[src/rtl/sensor_pulse_gen.sv]
// Speed-gate emulator: turns a commanded speed into a sensor_a / sensor_b pulse pair
// spaced T = floor(K / speed_kmh) clock ticks apart, T found by a restoring divider.
`timescale 1ns/1ps
module sensor_pulse_gen #(
    parameter int CLK_HZ  = 12_000_000,
    parameter int DIST_MM = 100,
    parameter int PULSE_W = 1,
    parameter int MAX_KMH = 9999,
    parameter int QW      = 32
) (
    input  logic          clk,
    input  logic          rst,
    input  logic          start,
    input  logic [13:0]   speed_kmh,
    output logic          busy,
    output logic          done,
    output logic          err,
    output logic [QW-1:0] period_ticks,
    output logic          sensor_a,
    output logic          sensor_b
);

    // K needs 64-bit elaboration math: the default product overflows 32 bits before the divide
    localparam logic [63:0]    K_FULL  = 64'(DIST_MM) * 64'(CLK_HZ) * 64'd36 / 64'd10000;
    localparam logic [QW-1:0]  K       = K_FULL[QW-1:0];
    localparam int             IDX_W   = $clog2(QW);
    localparam logic [14:0]    MAX_V   = 15'(MAX_KMH);
    localparam logic [QW-1:0]  PW_LAST = QW'(PULSE_W - 1);

    typedef enum logic [2:0] {
        S_IDLE,
        S_CHECK,
        S_DIV,
        S_PULSE_A,
        S_WAIT,
        S_PULSE_B,
        S_FIN
    } state_t;

    typedef struct packed {
        logic        q_bit;
        logic [13:0] rem;
    } div_step_t;

    // One restoring-division step; rem < dvsr on entry keeps the result inside 14 bits
    function automatic div_step_t div_step(input logic [13:0] rem,
                                           input logic        k_bit,
                                           input logic [13:0] dvsr);
        logic [14:0] shifted;
        div_step_t   r;
        shifted = {rem, k_bit};
        if (shifted >= {1'b0, dvsr}) begin
            r.q_bit = 1'b1;
            r.rem   = 14'(shifted - {1'b0, dvsr});
        end else begin
            r.q_bit = 1'b0;
            r.rem   = shifted[13:0];
        end
        return r;
    endfunction

    state_t              state;
    logic [IDX_W-1:0]    bit_idx;
    logic [QW-1:0]       cnt;
    logic [13:0]         speed_q;
    logic [13:0]         rem_q;
    logic [QW-1:0]       quo_q;
    div_step_t           step;
    logic                speed_bad;

    assign step      = div_step(rem_q, K[bit_idx], speed_q);
    assign speed_bad = (speed_q == 14'd0) || ({1'b0, speed_q} > MAX_V);

    // Divider datapath: no reset needed, every sequence reloads it before use
    always_ff @(posedge clk) begin
        if (state == S_IDLE && start) begin
            speed_q <= speed_kmh;
        end
        if (state == S_CHECK) begin
            rem_q <= '0;
            quo_q <= '0;
        end else if (state == S_DIV) begin
            rem_q <= step.rem;
            quo_q <= {quo_q[QW-2:0], step.q_bit};
        end
    end

    always_ff @(posedge clk or negedge rst) begin
        if (!rst) begin
            state        <= S_IDLE;
            bit_idx      <= '0;
            cnt          <= '0;
            busy         <= 1'b0;
            done         <= 1'b0;
            err          <= 1'b0;
            period_ticks <= '0;
            sensor_a     <= 1'b0;
            sensor_b     <= 1'b0;
        end else begin
            done <= 1'b0;
            unique case (state)
                S_IDLE: begin
                    if (start) begin
                        busy  <= 1'b1;
                        err   <= 1'b0;
                        state <= S_CHECK;
                    end
                end
                S_CHECK: begin
                    if (speed_bad) begin
                        err   <= 1'b1;
                        busy  <= 1'b0;
                        done  <= 1'b1;
                        state <= S_FIN;
                    end else begin
                        bit_idx <= IDX_W'(QW - 1);
                        state   <= S_DIV;
                    end
                end
                S_DIV: begin
                    // sensor_a rises on the same edge that retires the last quotient bit
                    if (bit_idx == '0) begin
                        sensor_a <= 1'b1;
                        cnt      <= '0;
                        state    <= S_PULSE_A;
                    end else begin
                        bit_idx <= bit_idx - 1'b1;
                    end
                end
                S_PULSE_A: begin
                    cnt <= cnt + QW'(1);
                    if (cnt == PW_LAST) begin
                        sensor_a <= 1'b0;
                        state    <= S_WAIT;
                    end
                end
                S_WAIT: begin
                    // cnt holds ticks elapsed since A0, so b rises exactly at A0+T
                    if (cnt == quo_q - QW'(1)) begin
                        sensor_b <= 1'b1;
                        cnt      <= '0;
                        state    <= S_PULSE_B;
                    end else begin
                        cnt <= cnt + QW'(1);
                    end
                end
                S_PULSE_B: begin
                    if (cnt == PW_LAST) begin
                        sensor_b     <= 1'b0;
                        busy         <= 1'b0;
                        done         <= 1'b1;
                        period_ticks <= quo_q;
                        state        <= S_FIN;
                    end else begin
                        cnt <= cnt + QW'(1);
                    end
                end
                S_FIN: begin
                    state <= S_IDLE;
                end
                default: begin
                    state <= S_IDLE;
                end
            endcase
        end
    end

endmodule

[config.mk]
export PLATFORM = sky130hd
export DESIGN_NAME = sensor_pulse_gen
export DESIGN_NICKNAME = d
export VERILOG_FILES = /design/src/rtl/sensor_pulse_gen.sv
export SDC_FILE = /design/constraint.sdc
export NUM_CORES = 1
export LEC_CHECK = 0
export ABC_AREA = 0
export CAP_MARGIN = 25
export CORE_MARGIN = 3
export CORE_UTILIZATION = 60
export CTS_BUF_LIST = sky130_fd_sc_hd__clkbuf_16
export CTS_CLUSTER_DIAMETER = 40
export DETAILED_ROUTE_END_ITERATION = 10
export GPL_TIMING_DRIVEN = 0
export PLACE_DENSITY = 0.85
export SYNTH_ARGS = -nofsm -noshare
export SYNTH_HDL_FRONTEND = slang
export SYNTH_SLANG_ARGS = --single-unit
[constraint.sdc]
create_clock -name clk -period 6.8 [get_ports clk]
set_clock_uncertainty 0.05 [all_clocks]
set_input_delay 1.36 -clock clk [delete_from_list [all_inputs] [get_ports clk]]
set_output_delay 1.36 -clock clk [all_outputs]
set_load 0.005 [all_outputs]
==> results of run 1 <==
sequential cells by signal, summed over array words and instances (netlist names):
signal,cells
sensor_a,1
period_ticks,32
sensor_b,1
rem_q,14
quo_q,32
err,1
speed_q,14
cnt,32
done,1
bit_idx,5
busy,1
state,3
cells by family (layout without fill, tap and decap cells):
| kind of cell | count (synthesis) | count (layout) | synth area share, % |
|---|---|---|---|
| flip-flops | 137 | 137 | 43.9 |
| XOR/XNOR | 81 | 81 | 9.53 |
| multiplexers | 44 | 44 | 6.51 |
| AND/OR/NAND/NOR | 247 | 247 | 17.5 |
| adder cells (fa/ha/maj) | 20 | 20 | 3.46 |
| buffers and inverters | 89 | 176 | 4.84 |
| AO/OA/AOI/OAI | 157 | 157 | 14.2 |
where the power goes:
group | switching (µW) | leakage [µW] | internal (µW) | total (µW)
Combinational | 10.4 | 0.00207 | 9.15 | 19.6
Sequential | 0 | 0.00155 | 823 | 823
Clock | 358 | 0.000268 | 501 | 859
Total | 368 | 0.00389 | 1330 | 1700
cells in the final DEF (no fill, tap or decap), drive strengths merged, types with 9 or more instances in the layout:
| master | Yosys | layout |
|---|---|---|
| xnor2 | 48 | 48 |
| dfrtp | 77 | 77 |
| xor2 | 33 | 33 |
| nor3 | 22 | 22 |
| mux2i | 9 | 9 |
| inv | 38 | 43 |
| nor2 | 74 | 74 |
| nand3 | 20 | 20 |
| dfxtp | 46 | 46 |
| o21ai | 36 | 36 |
| clkdlybuf4s50 | 0 | 52 |
| edfxtp | 14 | 14 |
| mux2 | 35 | 35 |
| buf | 8 | 11 |
| a21oi | 35 | 35 |
| nor4 | 25 | 25 |
| a22o | 34 | 34 |
| clkbuf | 43 | 60 |
| nand2 | 38 | 38 |
| ha | 19 | 19 |
| nand4 | 16 | 16 |
| a21o | 11 | 11 |
stage by stage:
stage | hold slack, ns | worst slack (ns)
6_report | 0.452 | 2.80
5_1_grt | 0.479 | 2.54
4_1_cts | 0.460 | 2.86
3_5_place_dp | 0.446 | 2.91
3_3_place_gp | 0.436 | 1.73
2_1_floorplan | 0.412 | 3.68
critical path: cells and delay by family (launching register included):
kind            cells  cell delay (ns)
flops               1             0.42
compound gates      8             1.28
simple gates        2             0.27
buf+inv             3             1.02
mux                 1             0.29
fa+ha+maj           2             0.53
final timing paths:
kind / depth (start not counted) / to / from
worst max-delay path: 16 / rem_q[11]$_SDFFE_PP0N_ / bit_idx[0]$_DFFE_PN0P_
worst min-delay path: 1 / period_ticks[25]$_DFFE_PN0P_ / period_ticks[25]$_DFFE_PN0P_
worst max register to register: 16 / rem_q[11]$_SDFFE_PP0N_ / bit_idx[0]$_DFFE_PN0P_
worst min register to register: 1 / period_ticks[25]$_DFFE_PN0P_ / period_ticks[25]$_DFFE_PN0P_
max in group asynchronous: 2 / period_ticks[25]$_DFFE_PN0P_ / rst
min in group asynchronous: 1 / period_ticks[3]$_DFFE_PN0P_ / rst
layer usage:
layer  wire (µm)  track usage [%]  vias up
met5           0                0        -
li1            -                -     2937
met4         634             11.8        0
met2        9050             47.3      229
met1        7590             33.2     3027
met3         989             6.70       53
cell type report:
type | instances | area, µm² | share of cell area (%)
plain buffers | 51 | 218 | 2.49
clock buffers | 17 | 425 | 4.86
repair buffers | 55 | 556 | 6.34
flip-flops and latches | 137 | 3270 | 37.3
well taps | 168 | 210 | 2.40
multi-input cells | 549 | 3810 | 43.6
inverters | 38 | 143 | 1.63
clock inverters | 15 | 125 | 1.43
==> results by group, run 1 <==
Critical path
  • Reg-to-reg slack, setup: 2.80 ns
  • Crit Path Max Fanout: 10
  • CP Launch Type: flip-flop
  • Crit path DAT: 4.24 ns
  • CP peak stage delay: 0.53 ns
  • WP data required: 7.04 ns
  • Worst-path cell chain: inv_1 > ha_1 > nand2_1 > o22ai_1 > o21ai_0 > ha_1 > nor2b_1 > o21a_1 > o21ai_0 > a21oi_1 > a21o_1 > a221o_1 > clkbuf_1 > buf_1 > mux2i_1 > a21oi_1
  • Slowest cell on the critical path: buf_1
  • Critical Path Sink Type: flip-flop
  • Setup CP Type: reg2reg

Synth
  • Most instantiated cells after synthesis: dfrtp_1, nor2_1, xnor2_1
  • Mapped Avg Cell Area: 9.60 µm²
  • Cell taking the most area after synthesis: dfrtp_1
  • Synth warn: 0
  • Main flop type after synthesis: dfrtp_1
  • Post-synth EDFFs: 14
  • Synth area leaders: dfrtp_1, dfxtp_1, edfxtp_1
  • Count of unique library cells instantiated by Yosys: 67
  • Number of synthesized register bits: 137
  • Count leader, synth: dfrtp_1
  • Share of the synthesized area in the top cell type: 25.9%
  • Ys async rst share: 56.2%
  • Sequential share of the synthesized area: 43.9%
  • Syn Nets: 812
  • Synthesized netlist cell count: 775
  • Mapped Area: 7440 µm²

Run
  • # Max-Cap Violations: 0

Placed design
  • I/O Buffers: 53
  • Placed Area: 8200 µm²
  • Placed cells: 997
  • Final RePlAce weighted congestion: 0.933
  • Final HPWL DP: 13,600 µm

Layout
  • Finished Layout Cells: 1,030
  • Area growth syn-to-layout: 17.7%
  • Fin nets: 886
  • Final instance area: 8760 µm²
  • Share of layout cells above drive strength 1: 9.86%
  • Util after Layout: 72.6%
  • # diodes: 0
  • Fillcell total: 863

Clock network
  • Post-CTS Resized: 0
  • CTS Buf Count: 17
  • Clock sink count: 137
  • Max H-tree Level: 4
  • Root buf cell: clkbuf_16
  • Clock Latency Late Sink: 0.42 ns
  • CTS tree: yes
  • Hold Buf Count CTS: 0
  • Clock Pin Slew Worst Setup and Hold Paths: 0.06 ns
  • Max clock buf depth: 2
  • Postcts setup bufs: 0

Detailed routing
  • Via-to-Cell Ratio: 6.06
  • Remaining antenna violation count: 0
  • DRT Pass-1 Iters: 5
  • Vias: 6,246
  • Drt drc: 0
  • Drt total wl: 18,300 µm
  • Initial DRC count: 498
  • Routed len/inst: 17.7 µm

Floorplanning
  • Starting Density: 61.7%
  • Die Height: 117 µm
  • Core ar.: 12,100 µm²
  • Die area: 13,800 µm²
  • FP Rows: 40
  • Die Span X: 117 µm
  • Num ports: 54

Timing
  • RSZ-0062 raised after global routing: false
  • Post-route minimum period: 4.00 ns
  • Final hold violation count: 0
  • Max-slew violation count: 0
  • Total negative slack: 0 ns
  • Max frequency: 0.250 GHz
  • Tcrit/Tclk final: 58.8%
  • Slew @ Worst Pin: 1.08 ns
  • Slew HR: 27.6%
  • # setup viols final: 0

Global routing
  • Gr usage total: 27.6%
  • First-pass GRT wire length: 31,200 µm
  • Overflow after GRT: 0
  • Vias in the first global route: 6,395
  • Largest net degree at the start of global routing: 43
  • Initial antenna violation count: 0

Power
  • Peak supply drop: 0.197 mV
  • Pwr Total: 1700 µW
  • LEAKAGE: 0.00389 µW
  • Cell Pwr Density: 194 nW/µm²

Run status
  • Status: complete, no violations

Min path
  • Hold WC Path Type: reg2reg
(Power assumes the default switching activity.)
==> run 2, diff against run 1 <==
- CORE_UTILIZATION: 60 -> 54
- PLACE_DENSITY: 0.85 -> 0.81
- clock period: 6.8 -> 3.25 ns (I/O delays scaled with it)
==> results by group, run 2 (synthesized netlist as in run 1, its figures left out) <==
Run status
  • Status: finished, violations left
  • Failing checks: negative setup slack

Layout
  • Most common cell after layout, fill and taps aside: dfrtp_1
  • Area growth syn-to-layout: 25.6%
  • Util after Layout: 70.0%
  • Fin nets: 901
  • Most frequent cells in the layout: dfrtp_1, nor2_1, clkdlybuf4s50_1
  • # diodes: 0
  • Fillcell total: 984
  • Share of layout cells above drive strength 1: 18.9%
  • Largest regs: cnt: 32 flops, period_ticks: 32 flops, quo_q: 32 flops
  • Final instance area: 9350 µm²

Floorplanning
  • Die Height: 123 µm
  • Die Span X: 123 µm
  • Die area: 15,200 µm²
  • Starting Density: 55.8%
  • FP Rows: 42
  • Num ports: 54
  • Core ar.: 13,300 µm²

Placed design
  • Final RePlAce weighted congestion: 0.904
  • Final HPWL DP: 12,400 µm
  • Placed Area: 8230 µm²
  • I/O Buffers: 53

Detailed routing
  • Routed len/inst: 17.5 µm
  • Via-to-Cell Ratio: 5.97
  • Drt total wl: 18,400 µm
  • Drt drc: 0
  • Remaining antenna violation count: 0
  • Vias: 6,282
  • Initial DRC count: 601
  • DRT Pass-1 Iters: 6

Timing
  • Total negative slack: -2.78 ns
  • Max frequency: 0.295 GHz
  • Final hold violation count: 0
  • # setup viols final: 31
  • Slew HR: 50.2%
  • Tcrit/Tclk final: 104%
  • Setup ws final: -0.140 ns
  • Post-route minimum period: 3.39 ns
  • Max-slew violation count: 0
  • Slew @ Worst Pin: 0.747 ns
  • RSZ-0062 raised after global routing: true

Global routing
  • First-pass GRT wire length: 29,200 µm
  • Largest net degree at the start of global routing: 70
  • Vias in the first global route: 5,919
  • Gr usage total: 24.5%
  • Initial antenna violation count: 0
  • Overflow after GRT: 0

Critical path
  • CP startpoint: quo_q[0]$_SDFFE_PP0N_
  • WP data required: 3.51 ns
  • End of the critical path: cnt[8]$_DFFE_PN0P_
  • Crit Path Max Fanout: 7
  • CP peak stage delay: 0.39 ns
  • Crit path DAT: 3.65 ns
  • Crit-path most repeated cell: buf_6
  • Reg-to-reg slack, setup: -0.14 ns
  • Worst-path cell chain: inv_1 > ha_4 > or3b_4 > buf_6 > nor4_4 > nand3_1 > o211ai_1 > nor4bb_4 > nand4_1 > nor4_2 > o21a_1 > buf_6 > buf_12 > nor2_2
  • R2r startpoint: quo_q[0]$_SDFFE_PP0N_
  • Crit Reg-Reg Endpoint: cnt[8]$_DFFE_PN0P_
  • Critical Path Sink Type: flip-flop
  • Slowest cell on the critical path: or3b_4
  • Worst Reg2Reg Path Length in Cells: 14
  • Setup CP Type: reg2reg
  • CP Launch Type: flip-flop

Clock network
  • Clock Pin Slew Worst Setup and Hold Paths: 0.06 ns
  • Clock Latency Late Sink: 0.44 ns
  • Max clock buf depth: 2
  • Root buf cell: clkbuf_16
  • CTS tree: yes
  • CTS Buf Count: 17
  • Max H-tree Level: 4
  • Clock sink count: 137

Power
  • Power Internal: 2850 µW
  • Switching share of power: 21.1%
  • Comb pwr share: 1.2%
  • Cell Pwr Density: 386 nW/µm²
  • Clock share of power: 51.2%
  • Seq pwr share: 47.6%
  • Psw: 761 µW
  • LEAKAGE: 0.00410 µW
  • Peak supply drop: 0.358 mV

Run
  • # Max-Cap Violations: 0

Min path
  • Hold path start: period_ticks[5]$_DFFE_PN0P_
  • Hold WC Path Type: reg2reg
## run 2: cell count changes in the layout (fill, tap and decap cells not counted), sizes merged
cell / change
clkinvlp: -1
clkinv: +2
inv: -2
dlygate4sd3: +1
buf: +21
bufinv: +1
clkbuf: -7
## run 2: worst min path at each step
stage	to	slack (ns)	cells past startpoint
5_1_grt	period_ticks[11]$_DFFE_PN0P_	0.47	1
3_3_place_gp	period_ticks[4]$_DFFE_PN0P_	0.44	1
3_5_place_dp	period_ticks[6]$_DFFE_PN0P_	0.44	1
6_report	period_ticks[5]$_DFFE_PN0P_	0.46	1
4_1_cts	bit_idx[0]$_DFFE_PN0P_	0.46	1
2_1_floorplan	bit_idx[0]$_DFFE_PN0P_	0.30	0
## run 2: layer usage
metal  vias to the layer above  share of wire, %  GRT usage (%)
li1                       2958                 -              -
met1                      3057                45           33.2
met2                       229                47           38.4
met3                        38               6.0           5.44
met4                         0               2.0           9.76
met5                         -                 0              0
## run 2: power groups by stage
stage	sequential, µW	combinational, µW	clock (µW)
2_1_floorplan	1760	0.725	0
3_3_place_gp	1760	39.8	0
3_5_place_dp	1750	44.1	0
4_1_cts	1720	45.3	1870
5_1_grt	1720	49.0	1940
6_report	1720	43.5	1850
## run 2: worst max-delay path, delay by kind of cell, from the launching register on
family	cells	cell delay (ns)
compound gates	2	0.47
fa+ha+maj	1	0.15
buf+inv	4	0.54
flops	1	0.35
simple gates	7	1.71
## run 2: area by class of cell
cell class / instances / area (µm²) / share of cell area (%)
buffer: 42 / 198 / 2.11
clock buffer: 17 / 425 / 4.55
clock inverter: 15 / 134 / 1.43
inverter: 38 / 143 / 1.53
multi-input combinational: 549 / 4160 / 44.5
sequential: 137 / 3280 / 35.1
tap: 176 / 220 / 2.36
timing repair buffer: 79 / 788 / 8.43
## run 2: timing repair
item	4_1_cts	5_1_grt
setup endpoints to repair	77	58
pin swaps	12	18
endpoints found under the hold margin	8	0
gates resized for setup	41	59
hold buffers	1	0
setup buffers	11	9
cloned	1	0
## run 2: metrics by stage
stage / hold slack (ns) / total power (µW) / worst slack, ns / instances
2_1_floorplan: 0.304 / 1760 / 0.130 / 775
3_3_place_gp: 0.439 / 1790 / -1.34 / 1004
3_5_place_dp: 0.445 / 1800 / -0.557 / 1006
4_1_cts: 0.457 / 3640 / 0.000955 / 1044
5_1_grt: 0.470 / 3710 / -0.226 / 1053
6_report: 0.456 / 3610 / -0.140 / 1053
